**config.mk**
```make
export PLATFORM = sky130hd
export DESIGN_NAME = controlador_niveles
export DESIGN_NICKNAME = d
export VERILOG_FILES = /design/src/rtl/niveles_pkg.sv /design/src/rtl/controlador_niveles_divisor_tick.sv /design/src/rtl/controlador_niveles.sv
export SDC_FILE = /design/constraint.sdc
export NUM_CORES = 1
export LEC_CHECK = 0
export BUFFER_PORTS_ARGS = -buffer_cell sky130_fd_sc_hd__clkbuf_2
export CAP_MARGIN = 10
export CORE_UTILIZATION = 57
export DETAILED_ROUTE_END_ITERATION = 8
export GPL_ROUTABILITY_DRIVEN = 0
export PLACE_DENSITY_LB_ADDON = 0.05
export SLEW_MARGIN = 20
export SYNTH_ARGS = -nofsm -noshare
export SYNTH_HDL_FRONTEND = slang
export SYNTH_HIERARCHICAL = 1
export SYNTH_SLANG_ARGS = --single-unit
```
**constraint.sdc**
```tcl
create_clock -name clk -period 4.35 [get_ports clk]
set_clock_uncertainty 0.2 [all_clocks]
set_input_delay 0.435 -clock clk [delete_from_list [all_inputs] [get_ports clk]]
set_output_delay 0.435 -clock clk [all_outputs]
set_load 0.01 [all_outputs]
```
**src/rtl/niveles_pkg.sv**
```systemverilog
`default_nettype none
// ============================================================================
// Module      : niveles_pkg
// Description : Shared scheduler state encodings and food-level helpers.
// Revision    : 1.0
// ============================================================================
package niveles_pkg;

    typedef enum logic [1:0] {
        PLANIF_NORMAL = 2'b00,
        PLANIF_FEED   = 2'b01,
        PLANIF_TEST   = 2'b10
    } planif_t;

    localparam int                   NIVEL_W   = 2;
    localparam logic [NIVEL_W-1:0]   NIVEL_MAX = 2'd3;

    // Counter width that can hold values 0..n-1, never narrower than one bit.
    function automatic int ancho_cnt(input int n);
        return (n < 2) ? 1 : $clog2(n);
    endfunction

    function automatic logic [NIVEL_W-1:0] nivel_dec_sat(input logic [NIVEL_W-1:0] n);
        return (n == '0) ? '0 : n - 2'd1;
    endfunction

    function automatic logic [NIVEL_W-1:0] nivel_inc_sat(input logic [NIVEL_W-1:0] n);
        return (n == NIVEL_MAX) ? NIVEL_MAX : n + 2'd1;
    endfunction

    function automatic logic [NIVEL_W-1:0] nivel_dec_wrap(input logic [NIVEL_W-1:0] n);
        return (n == '0) ? NIVEL_MAX : n - 2'd1;
    endfunction

endpackage
`default_nettype wire

```
**src/rtl/controlador_niveles_divisor_tick.sv**
```systemverilog
`default_nettype none
// ============================================================================
// Module      : divisor_tick
// Description : Prescaler with enable, synchronous clear, half-rate enable and
//               terminal-count input; flags the cycle on which it wraps.
// Revision    : 1.0
// ============================================================================
module divisor_tick #(
    parameter int CNT_W = 4
) (
    input  logic             clk,
    input  logic             reset,
    input  logic             en,
    input  logic             clr,
    input  logic             half,
    input  logic [CNT_W-1:0] tc,
    output logic             wrap
);

    logic [CNT_W-1:0] r_cnt;
    logic             r_phase;
    logic             w_step;

    // In half-rate mode the count only advances on every second enabled cycle.
    assign w_step = en && (!half || r_phase);
    assign wrap   = w_step && (r_cnt == tc);

    always_ff @(posedge clk) begin
        if (reset || clr) begin
            r_cnt   <= '0;
            r_phase <= 1'b0;
        end else if (en) begin
            r_phase <= half ? ~r_phase : 1'b0;
            if (w_step) begin
                r_cnt <= wrap ? '0 : r_cnt + CNT_W'(1);
            end
        end
    end

endmodule
`default_nettype wire

```
**src/rtl/controlador_niveles.sv**
```systemverilog
`default_nettype none
// ============================================================================
// Module      : controlador_niveles
// Description : Food-level scheduler: timed decay, refill while eating, and
//               manual stepping in test mode. Option macro: NOCHE_LENTA_EN.
// Revision    : 1.0
// ============================================================================
module controlador_niveles
    import niveles_pkg::*;
#(
    parameter int DECAY_CYCLES = 50000000,
    parameter int FEED_CYCLES  = 25000000
) (
    input  logic       clk,
    input  logic       reset,
    input  logic       Comiendo,
    input  logic       Senal_MTest,
    input  logic       Paso_Test,
    input  logic       Sensor_Luz,
    output logic [1:0] Nivel_Comida,
    output logic       Tick_Decay,
    output logic       Lleno,
    output logic [1:0] Estado_Planif
);

    localparam int c_max_ciclos = (DECAY_CYCLES > FEED_CYCLES) ? DECAY_CYCLES : FEED_CYCLES;
`ifdef NOCHE_LENTA_EN
    localparam int c_cnt_w = ancho_cnt(2 * c_max_ciclos);
`else
    localparam int c_cnt_w = ancho_cnt(c_max_ciclos);
`endif
    localparam logic [c_cnt_w-1:0] c_tc_decay = c_cnt_w'(DECAY_CYCLES - 1);
    localparam logic [c_cnt_w-1:0] c_tc_feed  = c_cnt_w'(FEED_CYCLES - 1);

    planif_t              r_estado;
    planif_t              w_estado_sig;
    logic [NIVEL_W-1:0]   r_nivel;
    logic [NIVEL_W-1:0]   w_nivel_sig;
    logic                 r_tick;
    logic                 w_tick_sig;
    logic                 r_lleno;
    logic                 w_lleno_sig;
    logic                 w_cambio;
    logic                 w_en;
    logic                 w_clr;
    logic                 w_half;
    logic                 w_wrap;
    logic [c_cnt_w-1:0]   w_tc;

    // Next-state selection: test mode dominates, leaving test always lands in NORMAL.
    always_comb begin
        w_estado_sig = r_estado;
        if (Senal_MTest) begin
            w_estado_sig = PLANIF_TEST;
        end else if (r_estado == PLANIF_TEST) begin
            w_estado_sig = PLANIF_NORMAL;
        end else if (Comiendo) begin
            w_estado_sig = PLANIF_FEED;
        end else begin
            w_estado_sig = PLANIF_NORMAL;
        end
        w_cambio = (w_estado_sig != r_estado);
    end

    // A state change clears the prescaler and suppresses any level update that cycle.
    assign w_en  = !w_cambio && (r_estado != PLANIF_TEST);
    assign w_clr = w_cambio || (r_estado == PLANIF_TEST);
    assign w_tc  = (r_estado == PLANIF_FEED) ? c_tc_feed : c_tc_decay;

`ifdef NOCHE_LENTA_EN
    assign w_half = (r_estado == PLANIF_NORMAL) && !Sensor_Luz;
`else
    logic unused_luz;
    assign unused_luz = Sensor_Luz;
    assign w_half     = 1'b0;
`endif

    divisor_tick #(
        .CNT_W (c_cnt_w)
    ) u_divisor (
        .clk   (clk),
        .reset (reset),
        .en    (w_en),
        .clr   (w_clr),
        .half  (w_half),
        .tc    (w_tc),
        .wrap  (w_wrap)
    );

    always_comb begin
        w_nivel_sig = r_nivel;
        w_tick_sig  = 1'b0;
        w_lleno_sig = 1'b0;
        if (!w_cambio) begin
            unique case (r_estado)
                PLANIF_NORMAL: begin
                    if (w_wrap && (r_nivel != '0)) begin
                        w_nivel_sig = nivel_dec_sat(r_nivel);
                        w_tick_sig  = 1'b1;
                    end
                end
                PLANIF_FEED: begin
                    if (w_wrap) begin
                        w_nivel_sig = nivel_inc_sat(r_nivel);
                        w_lleno_sig = (nivel_inc_sat(r_nivel) == NIVEL_MAX);
                    end
                end
                PLANIF_TEST: begin
                    if (Paso_Test) begin
                        w_nivel_sig = nivel_dec_wrap(r_nivel);
                    end
                end
                default: begin
                    w_nivel_sig = r_nivel;
                end
            endcase
        end
    end

    always_ff @(posedge clk) begin
        if (reset) begin
            r_estado <= PLANIF_NORMAL;
            r_nivel  <= NIVEL_MAX;
            r_tick   <= 1'b0;
            r_lleno  <= 1'b0;
        end else begin
            r_estado <= w_estado_sig;
            r_nivel  <= w_nivel_sig;
            r_tick   <= w_tick_sig;
            r_lleno  <= w_lleno_sig;
        end
    end

    assign Nivel_Comida  = r_nivel;
    assign Tick_Decay    = r_tick;
    assign Lleno         = r_lleno;
    assign Estado_Planif = r_estado;

endmodule
`default_nettype wire

```
==> results of run 1 <==
-- cells in the final DEF, fill, tap and decap left out, drive strengths merged --
cell    Yosys  final
conb        2     19
nor3b       1      1
and4bb      1      1
xor2       48     48
or2         3      3
nor4        7      7
a21oi       3      3
and2        2      2
buf         6      1
and4        3      3
nor2b       4      4
and4b       1      1
a21boi      2      2
xnor2       2      2
ha          9      9
a211oi      1      1
nand4      16     16
mux2i       2      2
nor4b       2      2
a22o        1      1
nand3      10     10
nor3        3      3
nand2       7      7
inv         7      7
o21ai       2      2
o221ai      2      2
and3        5      5
nand2b      5      5
clkbuf      3     17
o211ai      2      2
nor2       32     32
mux2        2      2
dfxtp      33     33
-- path summary, 6_finish.rpt --
kind | startpoint | end | slack (ns) | cells after the start
worst max-delay path | Estado_Planif[0] | Nivel_Comida[1] | 0.73 | 13
worst min-delay path | Senal_MTest | Estado_Planif[0] | 0.13 | 2
worst max register to register | Estado_Planif[0] | Nivel_Comida[1] | 0.73 | 13
worst min register to register | u_divisor/r_cnt[1] | u_divisor/r_cnt[1] | 0.34 | 2
-- cells by family (layout without fill, tap and decap cells) --
family | after synthesis | after routing | share of synthesized area [%]
AOI/OAI and AO/OA | 13 | 13 | 5.162
buffers and inverters | 16 | 25 | 4.486
muxes | 4 | 4 | 2.274
adders and majority gates | 9 | 9 | 5.532
and+or+nand+nor | 102 | 102 | 28.21
xor gates and xnor gates | 50 | 50 | 21.51
other | 2 | 19 | 0.3689
DFF | 33 | 33 | 32.45
-- area by class of cell --
cell class	instances	area share (%)
multi-input combinational	197	61.12
sequential	33	29.97
timing repair buffer	11	2.611
tap	46	2.611
clock buffer	7	2.497
inverter	7	1.192
-- stage by stage --
step	setup WS, ns	area [µm²]	hold WS, ns
after CTS	0.7492	2205	0.1236
after detailed placement	0.7723	2150	0.3295
final	0.7348	2205	0.1346
after floorplan	1.182	2100	0.2849
after global routing	0.3787	2205	0.1449
after global placement	0.8883	2150	0.3136
-- power breakdown --
| part | internal (µW) | switching [µW] | leakage [µW] | total (µW) |
|---|---|---|---|---|
| combinational | 22.1 | 32.2 | 0.000614 | 54.3 |
| sequential | 304 | 2.99 | 0.000266 | 307 |
| clock | 76.3 | 99.5 | 0.0000314 | 176 |
| total | 403 | 135 | 0.000912 | 537 |
-- registers in the layout (all words and copies together) (netlist names) --
| signal | count |
|---|---|
| u_divisor/r_phase | 1 |
| Estado_Planif | 2 |
| Lleno | 1 |
| Tick_Decay | 1 |
| u_divisor/r_cnt | 26 |
| Nivel_Comida | 2 |
-- metal layers --
metal / GRT usage [%] / share of wire [%]
met1: 32.18 / 55
met4: 7.619 / 1.1
met3: 4.969 / 1.8
met2: 34.25 / 42
met5: 0 / 0
==> metrics, run 1 <==
maximum clock frequency 276.6 MHz; most frequent cell after synthesis xor2_1; Min Clock Period, post-route 3.615 ns; GR Overflow Total 0; Slew HR 52.89%; largest net degree at the start of global routing 25; ant diodes 0; Power Density 243.7 mW/mm²; leading post-synthesis cells by cell area dfxtp_1 32%, xor2_1 21%, ha_1 5.5%; WP data required 4.41 ns; Clock Latency Late Sink 0.32 ns; CTS Root Cell clkbuf_4; nets 270; slowest stage cell, crit path dfxtp_1; Buf+Inv Stages, Crit Path 1; Core Area 0.003390 mm²; setup TNS 0 ns; Multi-input gate area 0.001348 mm²; min-delay worst type in2reg; drt pass-1 iters 4; layout cells sized above 1 12.55%; Placed Cells 294; H-tree Lvls 2; final-report hold violation count 0; Setup Crit Path Kind reg2reg; CP Capture Type flop; DR iter-0 viols 79; I/O Pins 12; WL final 3793 µm; Critical Path Source Type flop; first-pass GRT wire length 6285 µm; fraction of registers with async set/reset 0%; Layout Cells excl Fill 301; RSZ-0062 raised after global routing false; DP HPWL 2721 µm; die area 0.003814 mm²; clock sinks 33; maximum root-to-sink buffer count 2; flip-flop and latch area 660.6 µm²; total power draw 537.2 µW; CTS Hold Bufs 0; row count 21; Synth top cells by count 48 x xor2_1, 33 x dfxtp_1, 28 x nor2_1, 16 x nand4_1, 10 x nand3_1; critical-path cell list inv_1, ha_1, and4bb_1, a21oi_1, mux2_4, nor2_1, nor4b_1, nand4_1, nor2_1, nand2b_1, a22o_1, a211oi_2, mux2i_1; vias in the first global route 1380; Post-synth top flop dfxtp_1; largest fanout on the critical path 7; remaining antenna violation count 0; crit path DAT 3.68 ns; cell family with most CP delay simple AND/OR/NAND/NOR gates; syn_area_per_cell 8.890 µm²; initial antenna violation count 0; cell area after synthesis 0.002036 mm²; Die W 61.76 µm; fin util 65.04%; vias 1526; post_cts resized 0; Yosys top cell by area dfxtp_1; Post-route DRC 0; LEAKAGE 0.0009121 µW; worst-margin pin slew 0.7039 ns; Yosys cell types 44; Max Cap Viol 0; Tcrit/Tclk final 83.11%; post-synthesis sequential area ratio 32.45%; Worst path most repeated cell nor2_1; Die Ht 61.76 µm; PortBufs 10; Initial Utilization 60.06%; Post-CTS Setup Bufs 0; status finished clean; post-synthesis register bit count 33; synth warn 6; post-synth top area share 32.45%; Num CTS Buffers 5; number of synthesized flops with an enable pin 0; Syn Inst Count 229; CTS tree done; fillers 292; drt wl/cell 12.60 µm; Final Slew Violations 0; P&R area growth vs syn 8.297%; gr usage total 22.71%; Clk pin slew, worst setup/hold paths 0.09 ns; Avg Vias per Cell 5.070; Setup violations, final 0; worst vdd ir 0.1607 mV; CP max stage delay 0.43 ns
Note: power is estimated with default switching activity, not from simulation.
==> run 2, diff against run 1 <==
- clock period: 4.35 -> 3.58 ns (I/O delays scaled with it)
==> run 2 against run 1 <==
Effect of this change: cell count grew 1.3%; fmax rose by 14%; worst setup slack lost 0.34 ns; critical path depth shrank 2; core utilization up 0.63 points; first-iteration DRC count shrank 25%; via count up 4.0%; combinational power increased by 25%; non-clock buffer count up 3; total power is 19% higher; worst hold slack worse by 0.075 ns; wire length fell by 2.6%.
==> metrics, run 2 (same netlist as run 1, synthesis figures left out) <==
status finished clean; Placed Area 0.002165 mm²; die area 0.003814 mm²; Final Instance Area 0.002226 mm²; Setup Crit Path Kind reg2reg; Final Slew Violations 0; CTS Hold Bufs 0; commonest cells after routing, fill and taps aside 48 x xor2_1, 33 x dfxtp_1, 28 x nor2_1; ant diodes 0; LEAKAGE 0.0009248 µW; initial antenna violation count 0; maximum clock frequency 314.1 MHz; drt wl/cell 12.11 µm; gr usage total 22.29%; Setup violations, final 0; Largest Register u_divisor/r_cnt; setup TNS 0 ns; GR Overflow Total 0; I/O Pins 12; CTS tree done; vias 1587; Slew HR 57.62%; CP Capture Type flop; P&R area growth vs syn 9.342%; final-report hold violation count 0; largest net degree at the start of global routing 25; min-delay worst type in2reg; vias in the first global route 1368; Core Area 0.003390 mm²; row count 21; nets 273; drt pass-1 iters 4; worst vdd ir 0.2188 mV; WL final 3693 µm; max reg flops 26; Die Ht 61.76 µm; CTS Root Cell clkbuf_4; clock sinks 33; PortBufs 10; worst slack at placement 0.2387 ns; largest fanout on the critical path 7; Avg Vias per Cell 5.203; Tcrit/Tclk final 88.93%; Num CTS Buffers 5; crit path DAT 3.25 ns; DP HPWL 2687 µm; Power Density 286.9 mW/mm²; fin util 65.67%; Min Clock Period, post-route 3.184 ns; H-tree Lvls 2; remaining antenna violation count 0; RSZ-0062 raised after global routing false; layout cells sized above 1 14.29%; DR iter-0 viols 59; Max Cap Viol 0; Clk pin slew, worst setup/hold paths 0.10 ns; WP data required 3.64 ns; Clock Latency Late Sink 0.33 ns; Worst R2R Setup Slack 0.40 ns; most common cell after layout, fill and taps aside xor2_1; maximum root-to-sink buffer count 2; Die W 61.76 µm; fin worst setup slack 0.3961 ns; Post-route DRC 0; first-pass GRT wire length 6168 µm; Critical Path Source Type flop; Initial Utilization 60.06%; worst-margin pin slew 0.6358 ns
[run 2: worst paths after layout]
kind	end	startpoint	depth (start not counted)
setup / recovery	Nivel_Comida[1]	Estado_Planif[1]	11
hold / removal	Estado_Planif[0]	Senal_MTest	2
setup reg to reg	Nivel_Comida[1]	Estado_Planif[1]	11
hold reg to reg	u_divisor/r_cnt[25]	u_divisor/r_cnt[25]	2
[run 2: stage by stage]
step / hold WS, ns / instances / total power [µW]
6_report: 0.05995 / 305 / 638.7
5_1_grt: 0.05729 / 305 / 678.7
4_1_cts: 0.05285 / 304 / 648.4
3_5_place_dp: 0.3390 / 296 / 448.7
3_3_place_gp: 0.3133 / 296 / 448.3
2_1_floorplan: 0.2339 / 246 / 434.7
[run 2: final cells by class]
| cell class | count | area, µm² |
|---|---|---|
| clock buffer | 6 | 41.29 |
| clock inverter | 2 | 10.01 |
| fill | 298 | 1164 |
| inverter | 7 | 26.28 |
| multi-input combinational | 197 | 1350 |
| sequential | 33 | 660.6 |
| tap | 46 | 57.56 |
| timing repair buffer | 14 | 80.08 |
[run 2: critical path, stage by stage (launching register included)]
cell and delay (ns):
dfxtp_1 0.36, inv_1 0.17, ha_2 0.32, inv_1 0.21, xor2_1 0.19, nor4_1 0.30, nand4_1 0.30, nor2_1 0.24
nand2b_1 0.13, a22o_1 0.22, a211oi_2 0.27, mux2i_1 0.22
[run 2: what timing repair did]
action / in CTS / in global routing
setup endpoints to repair: 0 / 2
setup buffers: 0 / 1
gates resized for setup: 0 / 1
[run 2: where the power goes]
group | total (µW) | internal (µW) | switching [µW]
sequential | 373 | 370 | 3.78
clock | 198 | 74.8 | 123
combinational | 67.8 | 29.1 | 38.7
total | 639 | 473 | 165
[run 2: per-layer routing]
layer | share of wire (%) | global-route usage [%]
met1 | 52 | 31.46
met2 | 44 | 33.64
met3 | 2.7 | 4.348
met4 | 1.7 | 8.571
met5 | 0 | 0
==> run 3, diff against run 2 <==
- CTS_BUF_LIST: default -> sky130_fd_sc_hd__clkbuf_16
- PLACE_DENSITY: default -> 0.77
- PLACE_DENSITY_LB_ADDON: 0.05 -> default
==> run 3 against run 2 <==
Effect of this change: wire length up 3.1%; global-route usage up 0.93 points; clock power increased by 140%; largest power group is now the clock network; critical path depth is 2 higher; clock-buffer cell count down 1; sequential power is essentially flat; worst hold slack improved by 0.054 ns; die area unchanged; critical endpoint unchanged.
==> metrics, run 3 (same netlist as run 1, synthesis figures left out) <==
P_sw 196.5 µW; final-report hold violation count 0; row count 21; Slew HR 58.08%; Min Clock Period, post-route 3.303 ns; LEAKAGE 0.0009811 µW; worst vdd ir 0.2634 mV; Setup violations, final 0; Die W 61.76 µm; vias in the first global route 1393; worst reg2reg path startpoint Estado_Planif[0]; drt pass-1 iters 4; vias 1577; GR Overflow Total 0; layout cells sized above 1 13.85%; Worst path most repeated cell nor2_1; CTS Root Cell clkbuf_16; most common cell after layout, fill and taps aside xor2_1; Num CTS Buffers 5; cell family with most CP delay simple AND/OR/NAND/NOR gates; Clk pin slew, worst setup/hold paths 0.05 ns; Initial Utilization 60.06%; R2R cell count 13; H-tree Lvls 2; Max Cap Viol 0; Power Density 392.2 mW/mm²; Die Ht 61.76 µm; Comb pwr share 7.4%; Tcrit/Tclk final 92.27%; maximum clock frequency 302.7 MHz; gr usage total 23.22%; internal power 722.3 µW; WL final 3808 µm; fin worst setup slack 0.2768 ns; Post-CTS Setup Bufs 0; sequential power share 40.7%; status finished clean; largest net degree at the start of global routing 25; Setup Crit Path Kind reg2reg; PortBufs 10; Crit. path cell count 13; CTS Hold Bufs 0; Sw Share 21.39%; first-pass GRT wire length 6327 µm; max reg flops 26; Worst Setup SP Estado_Planif[0]; min-delay worst type in2reg; CP Capture Type flop; Largest Register u_divisor/r_cnt; CTS tree done; crit path DAT 3.31 ns; Clock Latency Late Sink 0.28 ns; nets 274; I/O Pins 12; Post-route DRC 0; DR iter-0 viols 75; maximum root-to-sink buffer count 2; initial antenna violation count 0; Worst R2R End Nivel_Comida[1]; critical-path cell list inv_1, ha_1, and4bb_1, a21oi_1, mux2_4, nor2_1, nor4b_1, nand4_1, nor2_1, nand2b_1, a22o_1, a211oi_2, mux2i_1; ant diodes 0; commonest cells after routing, fill and taps aside 48 x xor2_1, 33 x dfxtp_1, 28 x nor2_1; remaining antenna violation count 0; CP max stage delay 0.42 ns; Core Area 0.003390 mm²; clock share of power 51.9%; worst setup path end Nivel_Comida[1]; drt wl/cell 12.44 µm; worst-margin pin slew 0.6288 ns; Avg Vias per Cell 5.154; DP HPWL 2623 µm; Critical Path Source Type flop; die area 0.003814 mm²; WP data required 3.59 ns; slowest stage cell, crit path dfxtp_1; largest fanout on the critical path 7; clock sinks 33; setup TNS 0 ns; Worst R2R Setup Slack 0.28 ns; P&R area growth vs syn 15.06%; post_cts resized 0; Buf+Inv Stages, Crit Path 1; worst slack at placement 0.2080 ns; Final Slew Violations 0
run 3: worst min-delay path by stage:
| stage | slack [ns] | depth (start not counted) | from | end |
|---|---|---|---|---|
| 2_1_floorplan | 0.23 | 1 | reset | u_divisor/r_phase |
| 3_3_place_gp | 0.32 | 2 | u_divisor/r_cnt[25] | u_divisor/r_cnt[25] |
| 3_5_place_dp | 0.33 | 2 | u_divisor/r_cnt[25] | u_divisor/r_cnt[25] |
| 4_1_cts | 0.11 | 2 | Senal_MTest | Estado_Planif[0] |
| 5_1_grt | 0.15 | 2 | Senal_MTest | Estado_Planif[0] |
| 6_report | 0.11 | 2 | Senal_MTest | Estado_Planif[0] |
run 3: per-layer routing:
metal	vias up	global-route usage (%)	wire length, µm
met1	717	31.21	1850
met5	-	0	0
met4	0	8.571	62
li1	824	-	-
met3	7	6.832	189
met2	29	35.33	1705
run 3: through the flow:
stage | util, % | power (µW) | hold WS, ns | instances | cell area (µm²)
6_report | 69.10 | 918.7 | 0.1137 | 306 | 2342
5_1_grt | 69.10 | 955.7 | 0.1465 | 306 | 2342
4_1_cts | 68.66 | 930.3 | 0.1054 | 304 | 2327
3_5_place_dp | 63.86 | 448.7 | 0.3275 | 296 | 2165
3_3_place_gp | 63.86 | 447.7 | 0.3164 | 296 | 2165
2_1_floorplan | - | 434.7 | 0.2339 | 246 | 2100
run 3: final cells by class:
type	count	area, µm²
clock inverter	3	37.54
fill	272	1047
inverter	7	26.28
timing repair buffer	15	87.58
clock buffer	5	125.1
multi-input combinational	197	1348
sequential	33	660.6
tap	46	57.56
run 3: power groups by stage:
stage / sequential, µW / clock [µW] / combinational [µW]
6_report: 374 / 476 / 68.3
5_1_grt: 374 / 504 / 78.0
4_1_cts: 374 / 489 / 67.7
3_5_place_dp: 382 / 0 / 66.9
3_3_place_gp: 382 / 0 / 66.1
2_1_floorplan: 382 / 0 / 52.6
run 3: worst reg2reg max path: stages (launching register included):
cell	delay, ns
dfxtp_1	0.42
inv_1	0.09
ha_1	0.26
and4bb_1	0.26
a21oi_1	0.06
mux2_4	0.29
nor2_1	0.13
nor4b_1	0.26
nand4_1	0.22
nor2_1	0.20
nand2b_1	0.15
a22o_1	0.22
a211oi_2	0.24
mux2i_1	0.22
